[src/rtl/lp_core_arb_pkg.sv]
// Shared types and helpers for the LP core arbiter: per-core state encoding,
// message field offsets and identifier width helpers.
package lp_core_arb_pkg;

    typedef enum logic [1:0] {
        IDLE = 2'd0,
        RUN  = 2'd1,
        WAIT = 2'd2
    } core_state_t;

    localparam int MSG_TIME_LSB = 0;

    // Width of an identifier able to address n items, never narrower than one bit.
    function automatic int id_width(input int n);
        return (n > 1) ? $clog2(n) : 1;
    endfunction

    function automatic int msg_lp_lsb(input int time_wid);
        return MSG_TIME_LSB + time_wid;
    endfunction

    function automatic int msg_hist_msb(input int msg_wid);
        return msg_wid - 1;
    endfunction

endpackage

[src/rtl/masked_argmin_tree.sv]
// Combinational masked arg-min over COUNT values; invalid entries are skipped,
// ties resolve to the lowest index.
module masked_argmin_tree
    import lp_core_arb_pkg::*;
#(
    parameter int WIDTH   = 16,
    parameter int COUNT   = 4,
    parameter int IDX_WID = id_width(COUNT)
) (
    input  logic [COUNT*WIDTH-1:0] i_val,
    input  logic [COUNT-1:0]       i_vld,
    output logic [WIDTH-1:0]       o_min,
    output logic [IDX_WID-1:0]     o_idx,
    output logic                   o_vld
);

    localparam int LEAVES = 1 << $clog2(COUNT);

    logic [WIDTH-1:0]   w_node_min [2*LEAVES];
    logic [IDX_WID-1:0] w_node_idx [2*LEAVES];
    logic               w_node_vld [2*LEAVES];

    // Heap-ordered tree: leaves at LEAVES..2*LEAVES-1, padded leaves stay invalid.
    always_comb begin
        for (int k = 0; k < 2*LEAVES; k++) begin
            w_node_min[k] = '0;
            w_node_idx[k] = '0;
            w_node_vld[k] = 1'b0;
        end
        for (int i = 0; i < COUNT; i++) begin
            w_node_min[LEAVES+i] = i_val[i*WIDTH +: WIDTH];
            w_node_idx[LEAVES+i] = IDX_WID'(i);
            w_node_vld[LEAVES+i] = i_vld[i];
        end
        for (int k = LEAVES - 1; k >= 1; k--) begin
            if (w_node_vld[2*k] && (!w_node_vld[2*k+1] || (w_node_min[2*k] <= w_node_min[2*k+1]))) begin
                w_node_min[k] = w_node_min[2*k];
                w_node_idx[k] = w_node_idx[2*k];
            end else begin
                w_node_min[k] = w_node_min[2*k+1];
                w_node_idx[k] = w_node_idx[2*k+1];
            end
            w_node_vld[k] = w_node_vld[2*k] | w_node_vld[2*k+1];
        end
        o_min = w_node_min[1];
        o_idx = w_node_idx[1];
        o_vld = w_node_vld[1];
    end

endmodule

[src/rtl/lp_core_arbiter.sv]
// Tracks per-core LP/timestamp/state, serialises cores sharing an LP in
// timestamp order, forwards per-LP history counts and publishes a GVT candidate.
module lp_core_arbiter
    import lp_core_arb_pkg::*;
#(
    parameter int NUM_CORE      = 4,
    parameter int NUM_LP        = 8,
    parameter int TIME_WID      = 16,
    parameter int NB_HIST_DEPTH = 4,
    parameter int MSG_WID       = 32,
    parameter int NB_COREID     = id_width(NUM_CORE),
    parameter int NB_LPID       = id_width(NUM_LP)
) (
    input  logic                              clk,
    input  logic                              reset,
    input  logic                              disp_vld,
    input  logic [NB_COREID-1:0]              disp_core,
    input  logic [MSG_WID-1:0]                disp_msg,
    input  logic                              ret_vld,
    input  logic [NB_COREID-1:0]              ret_core,
    input  logic [MSG_WID-1:0]                ret_msg,
    output logic [NUM_CORE-1:0]               stall,
    output logic [NUM_CORE-1:0]               core_busy,
    output logic [NUM_CORE*NB_HIST_DEPTH-1:0] core_hist_cnt,
    output logic [TIME_WID-1:0]               gvt,
    output logic                              gvt_vld,
    output logic                              proto_err
);

    core_state_t              r_state   [NUM_CORE];
    logic [TIME_WID-1:0]      r_time    [NUM_CORE];
    logic [NB_LPID-1:0]       r_lp      [NUM_CORE];
    logic [NB_HIST_DEPTH-1:0] r_hist    [NUM_CORE];
    logic [NB_HIST_DEPTH-1:0] r_lp_hist [NUM_LP];
    logic [TIME_WID-1:0]      r_gvt;
    logic                     r_gvt_vld;
    logic                     r_proto_err;

    logic [TIME_WID-1:0]      w_disp_time;
    logic [NB_LPID-1:0]       w_disp_lp;
    logic [NB_HIST_DEPTH-1:0] w_disp_hist;
    logic [NB_HIST_DEPTH-1:0] w_ret_hist;
    logic [NB_LPID-1:0]       w_ret_lp;
    logic                     w_ret_ok;
    logic                     w_disp_ok;
    logic                     w_disp_conflict;
    logic                     w_msg_unused;
    core_state_t              w_next_state [NUM_CORE];

    logic [NUM_CORE*TIME_WID-1:0] w_time_flat;
    logic [NUM_CORE-1:0]          w_wait_match;
    logic [NUM_CORE-1:0]          w_busy;
    logic [TIME_WID-1:0]          w_prom_min_unused;
    logic [NB_COREID-1:0]         w_prom_idx;
    logic                         w_prom_vld;
    logic [TIME_WID-1:0]          w_gvt_min;
    logic [NB_COREID-1:0]         w_gvt_idx_unused;
    logic                         w_gvt_vld;

    assign w_disp_time  = disp_msg[MSG_TIME_LSB +: TIME_WID];
    assign w_disp_lp    = disp_msg[msg_lp_lsb(TIME_WID) +: NB_LPID];
    assign w_ret_hist   = ret_msg[msg_hist_msb(MSG_WID) -: NB_HIST_DEPTH];
    assign w_ret_lp     = r_lp[ret_core];
    assign w_ret_ok     = ret_vld && (32'(ret_core) < NUM_CORE) && (r_state[ret_core] == RUN);
    assign w_msg_unused = ^{disp_msg, ret_msg};

    // A dispatch to the returning LP sees the freshly returned count, not the stale table entry.
    assign w_disp_hist = (w_ret_ok && (w_ret_lp == w_disp_lp)) ? w_ret_hist :
                         ((32'(w_disp_lp) < NUM_LP) ? r_lp_hist[w_disp_lp] : '0);

    always_comb begin
        for (int i = 0; i < NUM_CORE; i++) begin
            w_time_flat[i*TIME_WID +: TIME_WID] = r_time[i];
            w_busy[i]       = (r_state[i] != IDLE);
            w_wait_match[i] = w_ret_ok && (r_state[i] == WAIT) && (r_lp[i] == w_ret_lp);
        end
    end

    masked_argmin_tree #(.WIDTH(TIME_WID), .COUNT(NUM_CORE), .IDX_WID(NB_COREID)) u_prom_tree (
        .i_val (w_time_flat),
        .i_vld (w_wait_match),
        .o_min (w_prom_min_unused),
        .o_idx (w_prom_idx),
        .o_vld (w_prom_vld)
    );

    masked_argmin_tree #(.WIDTH(TIME_WID), .COUNT(NUM_CORE), .IDX_WID(NB_COREID)) u_gvt_tree (
        .i_val (w_time_flat),
        .i_vld (w_busy),
        .o_min (w_gvt_min),
        .o_idx (w_gvt_idx_unused),
        .o_vld (w_gvt_vld)
    );

    // Apply the return (and any promotion) first; the dispatch then judges the post-return state.
    always_comb begin
        for (int i = 0; i < NUM_CORE; i++) begin
            w_next_state[i] = r_state[i];
        end
        if (w_ret_ok) begin
            w_next_state[ret_core] = IDLE;
        end
        if (w_prom_vld) begin
            w_next_state[w_prom_idx] = RUN;
        end
        w_disp_ok       = disp_vld && (32'(disp_core) < NUM_CORE) && (w_next_state[disp_core] == IDLE);
        w_disp_conflict = 1'b0;
        for (int j = 0; j < NUM_CORE; j++) begin
            if ((NB_COREID'(j) != disp_core) && (w_next_state[j] != IDLE) && (r_lp[j] == w_disp_lp)) begin
                w_disp_conflict = 1'b1;
            end
        end
        if (w_disp_ok) begin
            w_next_state[disp_core] = w_disp_conflict ? WAIT : RUN;
        end
    end

    always_ff @(posedge clk or posedge reset) begin
        if (reset) begin
            for (int i = 0; i < NUM_CORE; i++) begin
                r_state[i] <= IDLE;
                r_time[i]  <= '0;
                r_lp[i]    <= '0;
                r_hist[i]  <= '0;
            end
            for (int l = 0; l < NUM_LP; l++) begin
                r_lp_hist[l] <= '0;
            end
            r_gvt       <= '0;
            r_gvt_vld   <= 1'b0;
            r_proto_err <= 1'b0;
        end else begin
            for (int i = 0; i < NUM_CORE; i++) begin
                r_state[i] <= w_next_state[i];
            end
            if (w_prom_vld) begin
                r_hist[w_prom_idx] <= w_ret_hist;
            end
            if (w_disp_ok) begin
                r_time[disp_core] <= w_disp_time;
                r_lp[disp_core]   <= w_disp_lp;
                r_hist[disp_core] <= w_disp_hist;
            end
            if (w_ret_ok && (32'(w_ret_lp) < NUM_LP)) begin
                r_lp_hist[w_ret_lp] <= w_ret_hist;
            end
            r_gvt_vld <= w_gvt_vld;
            if (w_gvt_vld) begin
                r_gvt <= w_gvt_min;
            end
            if ((disp_vld && !w_disp_ok) || (ret_vld && !w_ret_ok)) begin
                r_proto_err <= 1'b1;
            end
        end
    end

    always_comb begin
        for (int i = 0; i < NUM_CORE; i++) begin
            stall[i]     = (r_state[i] == WAIT);
            core_busy[i] = (r_state[i] != IDLE);
            core_hist_cnt[i*NB_HIST_DEPTH +: NB_HIST_DEPTH] = r_hist[i];
        end
    end

    assign gvt       = r_gvt;
    assign gvt_vld   = r_gvt_vld;
    assign proto_err = r_proto_err;

endmodule

[config.mk]
export PLATFORM = sky130hd
export DESIGN_NAME = lp_core_arbiter
export DESIGN_NICKNAME = d
export VERILOG_FILES = /design/src/rtl/lp_core_arb_pkg.sv /design/src/rtl/masked_argmin_tree.sv /design/src/rtl/lp_core_arbiter.sv
export SDC_FILE = /design/constraint.sdc
export NUM_CORES = 1
export LEC_CHECK = 0
export CAP_MARGIN = 20
export CORE_ASPECT_RATIO = 0.6
export CORE_MARGIN = 4
export CORE_UTILIZATION = 30
export CTS_CLUSTER_DIAMETER = 150
export CTS_CLUSTER_SIZE = 24
export DETAILED_ROUTE_END_ITERATION = 6
export PLACE_DENSITY = 0.47
export SYNTH_ARGS = -nofsm -noshare
export SYNTH_HDL_FRONTEND = slang
export SYNTH_HIERARCHICAL = 1
export SYNTH_SLANG_ARGS = --single-unit
[constraint.sdc]
create_clock -name clk -period 6.19 [get_ports clk]
set_clock_uncertainty 0.2 [all_clocks]
set_input_delay 0.9285 -clock clk [delete_from_list [all_inputs] [get_ports clk]]
set_output_delay 0.9285 -clock clk [all_outputs]
set_load 0.005 [all_outputs]
==> results.md <==
- Clock Latency Late Sink: 0.45 ns
- Die Y: 167 microns
- Fill cells: 4184
- Critical-path maximum fanout: 8
- GRT Total Usage: 0.199
- Failing checks: design-rule violations
- Row count: 58
- Most frequent cells in the layout: 150 x dfrtp_1, 137 x buf_4, 119 x nand2_1
- Ports: 114
- Via Count: 11719
- Initial Utilization: 0.303
- I/O Buffers: 72
- Num CTS Buffers: 17
- Pin count of the biggest net entering global routing: 71
- Max-cap violations: 0
- Share of layout cells above drive strength 1: 0.293
- WL/cell: 23.2 microns
- Most common cell on crit path: buf_6
- Leak: 6.99 nW
- Setup_tns: 0 ns
- Num Clock Sinks: 150
- Status: finished, violations left
- Post-DR vias/cell: 5.75
- Final worst path period share: 0.988
- Register Area: 0.00375 sq mm
- Cells after Synth: 1326
- Initial antenna violation count: 2
- Max-slew violations: 0
- CTS tree: done
- Drt first pass iters: 7
- First-pass GRT wire length: 70100 microns
- Worst hold-check path type: register to register
- Crit path max-delay family: compound AO/OA/AOI/OAI gates
- Tot Pwr: 7.17 mW
- Vias in the first global route: about 11000
- Max Fclk: 163 MHz
- WP buf/inv: 8
- Final hold slack: 0.302 ns
- CORE AREA: 0.0419 sq mm
- Most common cell after layout, fill and taps aside: dfrtp_1
- Starting DRT DRC Count: 1103
- Final Wtd Congestion: just under 0.9
- DRC: 8
- Kind of critical path: input port to register
- Max Buffers Root-to-Sink: 2
- Total Wirelength: roughly 47000 microns
- Syn nets: ~1500
- Syn Area/Cell: approximately 9.6 sq um
- Clock Tree Root: clkbuf_16
- Worst Path Required: 6.33 ns
- Mapped cell area: 0.0127 sq mm
- Worst rel slew slack: 0.317
- ANT cells: 0
- Power per cell area: around 450 mW/mm^2
- Final HPWL DP: 33900 microns
- Non-Filler Instances: ~2000
- CTS Hold Buffers Added: 0
- # placed instances: roughly 2000
- Routed Antenna Nets: 0
- CTS H-tree depth: 4
- Final Hold Vio Count: 0
- Reg clk slew, reported paths: 0.07 ns
- Gr ovfl total: 0
- Final worst path period need: 6.12 ns
- Area of placed instances: 0.0146 sq mm
- VDD IR-drop max: ~220 uV
- Worst slew pin tran: ~1 ns
- CP max stage delay: 0.53 ns
- Layout overhead on the synthesized area: 24.4%
- Multi-input logic area: 0.00822 sq mm
- Die width: 274 microns
- Total die area: 0.0458 sq mm
- Critical path launch point type: input port
- Final setup fails: 0
- # nets final: ~1600
- Synth warn: 6
- CP Capture Type: register
- Worst Path Arrival: between 6 and 7 ns
- Final Cell Area: approximately 0.016 sq mm
- Slowest CP cell: mux4_2
[worst register-to-register path, stage by stage, from the launching register on]
cell and delay (ns):
dfrtp_1 0.47, mux4_2 0.55, buf_6 0.15, xnor2_2 0.11, nand2_1 0.11, nor4_4 0.35
buf_6 0.19, clkinvlp_4 0.20, o21ai_2 0.18, a31oi_1 0.06, a311oi_2 0.41, inv_1 0.15
ha_4 0.24, nor2b_1 0.13, o211ai_2 0.13, a21oi_1 0.09, a211o_1 0.31, a311oi_2 0.21
buf_4 0.19, a2bb2oi_4 0.24, and3b_2 0.27, buf_6 0.11, a21oi_1 0.05, nand2_2 0.26
clkbuf_16 0.24, mux2_2 0.34
[where the power goes]
group          total, mW  switching (mW)  internal [mW]  leakage [nW]
registers           1.66           0.358           1.30          1.94
logic               4.39            2.50           1.88          4.76
clock network       1.13           0.515          0.613         0.294
[worst paths after layout]
path	from	end	slack, ns	cells past startpoint
worst max-delay path	ret_core[0]	r_time[36]$_DFFE_PP0P_	0.07	26
worst min-delay path	r_lp_hist[26]$_DFFE_PP0P_	r_lp_hist[26]$_DFFE_PP0P_	0.30	1
worst max register to register	r_lp[2]$_DFFE_PP0P_	r_time[36]$_DFFE_PP0P_	0.18	25
worst min register to register	r_lp_hist[26]$_DFFE_PP0P_	r_lp_hist[26]$_DFFE_PP0P_	0.30	1
max in group asynchronous	reset	r_time[60]$_DFFE_PP0P_	3.92	3
min in group asynchronous	reset	core_hist_cnt[2]$_DFF_PP0_	0.77	2
[final cells by class]
type / count / share of cell area
clock inverters: 15 / 0.0114
well taps: 570 / 0.0451
clock buffers: 17 / 0.0269
inverters: 110 / 0.0269
flip-flops and latches: 150 / 0.238
repair buffers: 228 / 0.131
multi-input cells: 948 / 0.521
[state kept, by name, indices dropped and copies added, names as in the netlist]
name and cells:
gvt 16, r_state 8, r_lp 12, core_hist_cnt 16, gvt_vld 1, r_lp_hist 32, proto_err 1, r_time 64
[through the flow]
| step | utilization | worst slack [ns] |
|---|---|---|
| after detailed placement | 0.348 | -1.20 |
| final | 0.377 | 0.0724 |
| after global routing | 0.377 | -0.0955 |
| after floorplan | - | 0.000612 |
| after global placement | 0.348 | -1.07 |
| after CTS | 0.368 | 0.0409 |
[timing repair]
item	4_1_cts	5_1_grt
gates resized for setup	38	57
endpoints found under the hold margin	0	0
endpoints found under the setup margin	101	101
gates cloned	1	3
pin swaps	14	30
setup buffers	8	10
[layer usage]
| layer | wire length [microns] | part of all wire | track usage |
|---|---|---|---|
| met1 | 23900 | 0.51 | 0.321 |
| met4 | 380 | 0.0080 | 0.0348 |
| met2 | 18800 | 0.40 | 0.260 |
| met5 | 0 | 0 | 0 |
| met3 | 4250 | 0.090 | 0.0547 |
(Power assumes the default switching activity.)
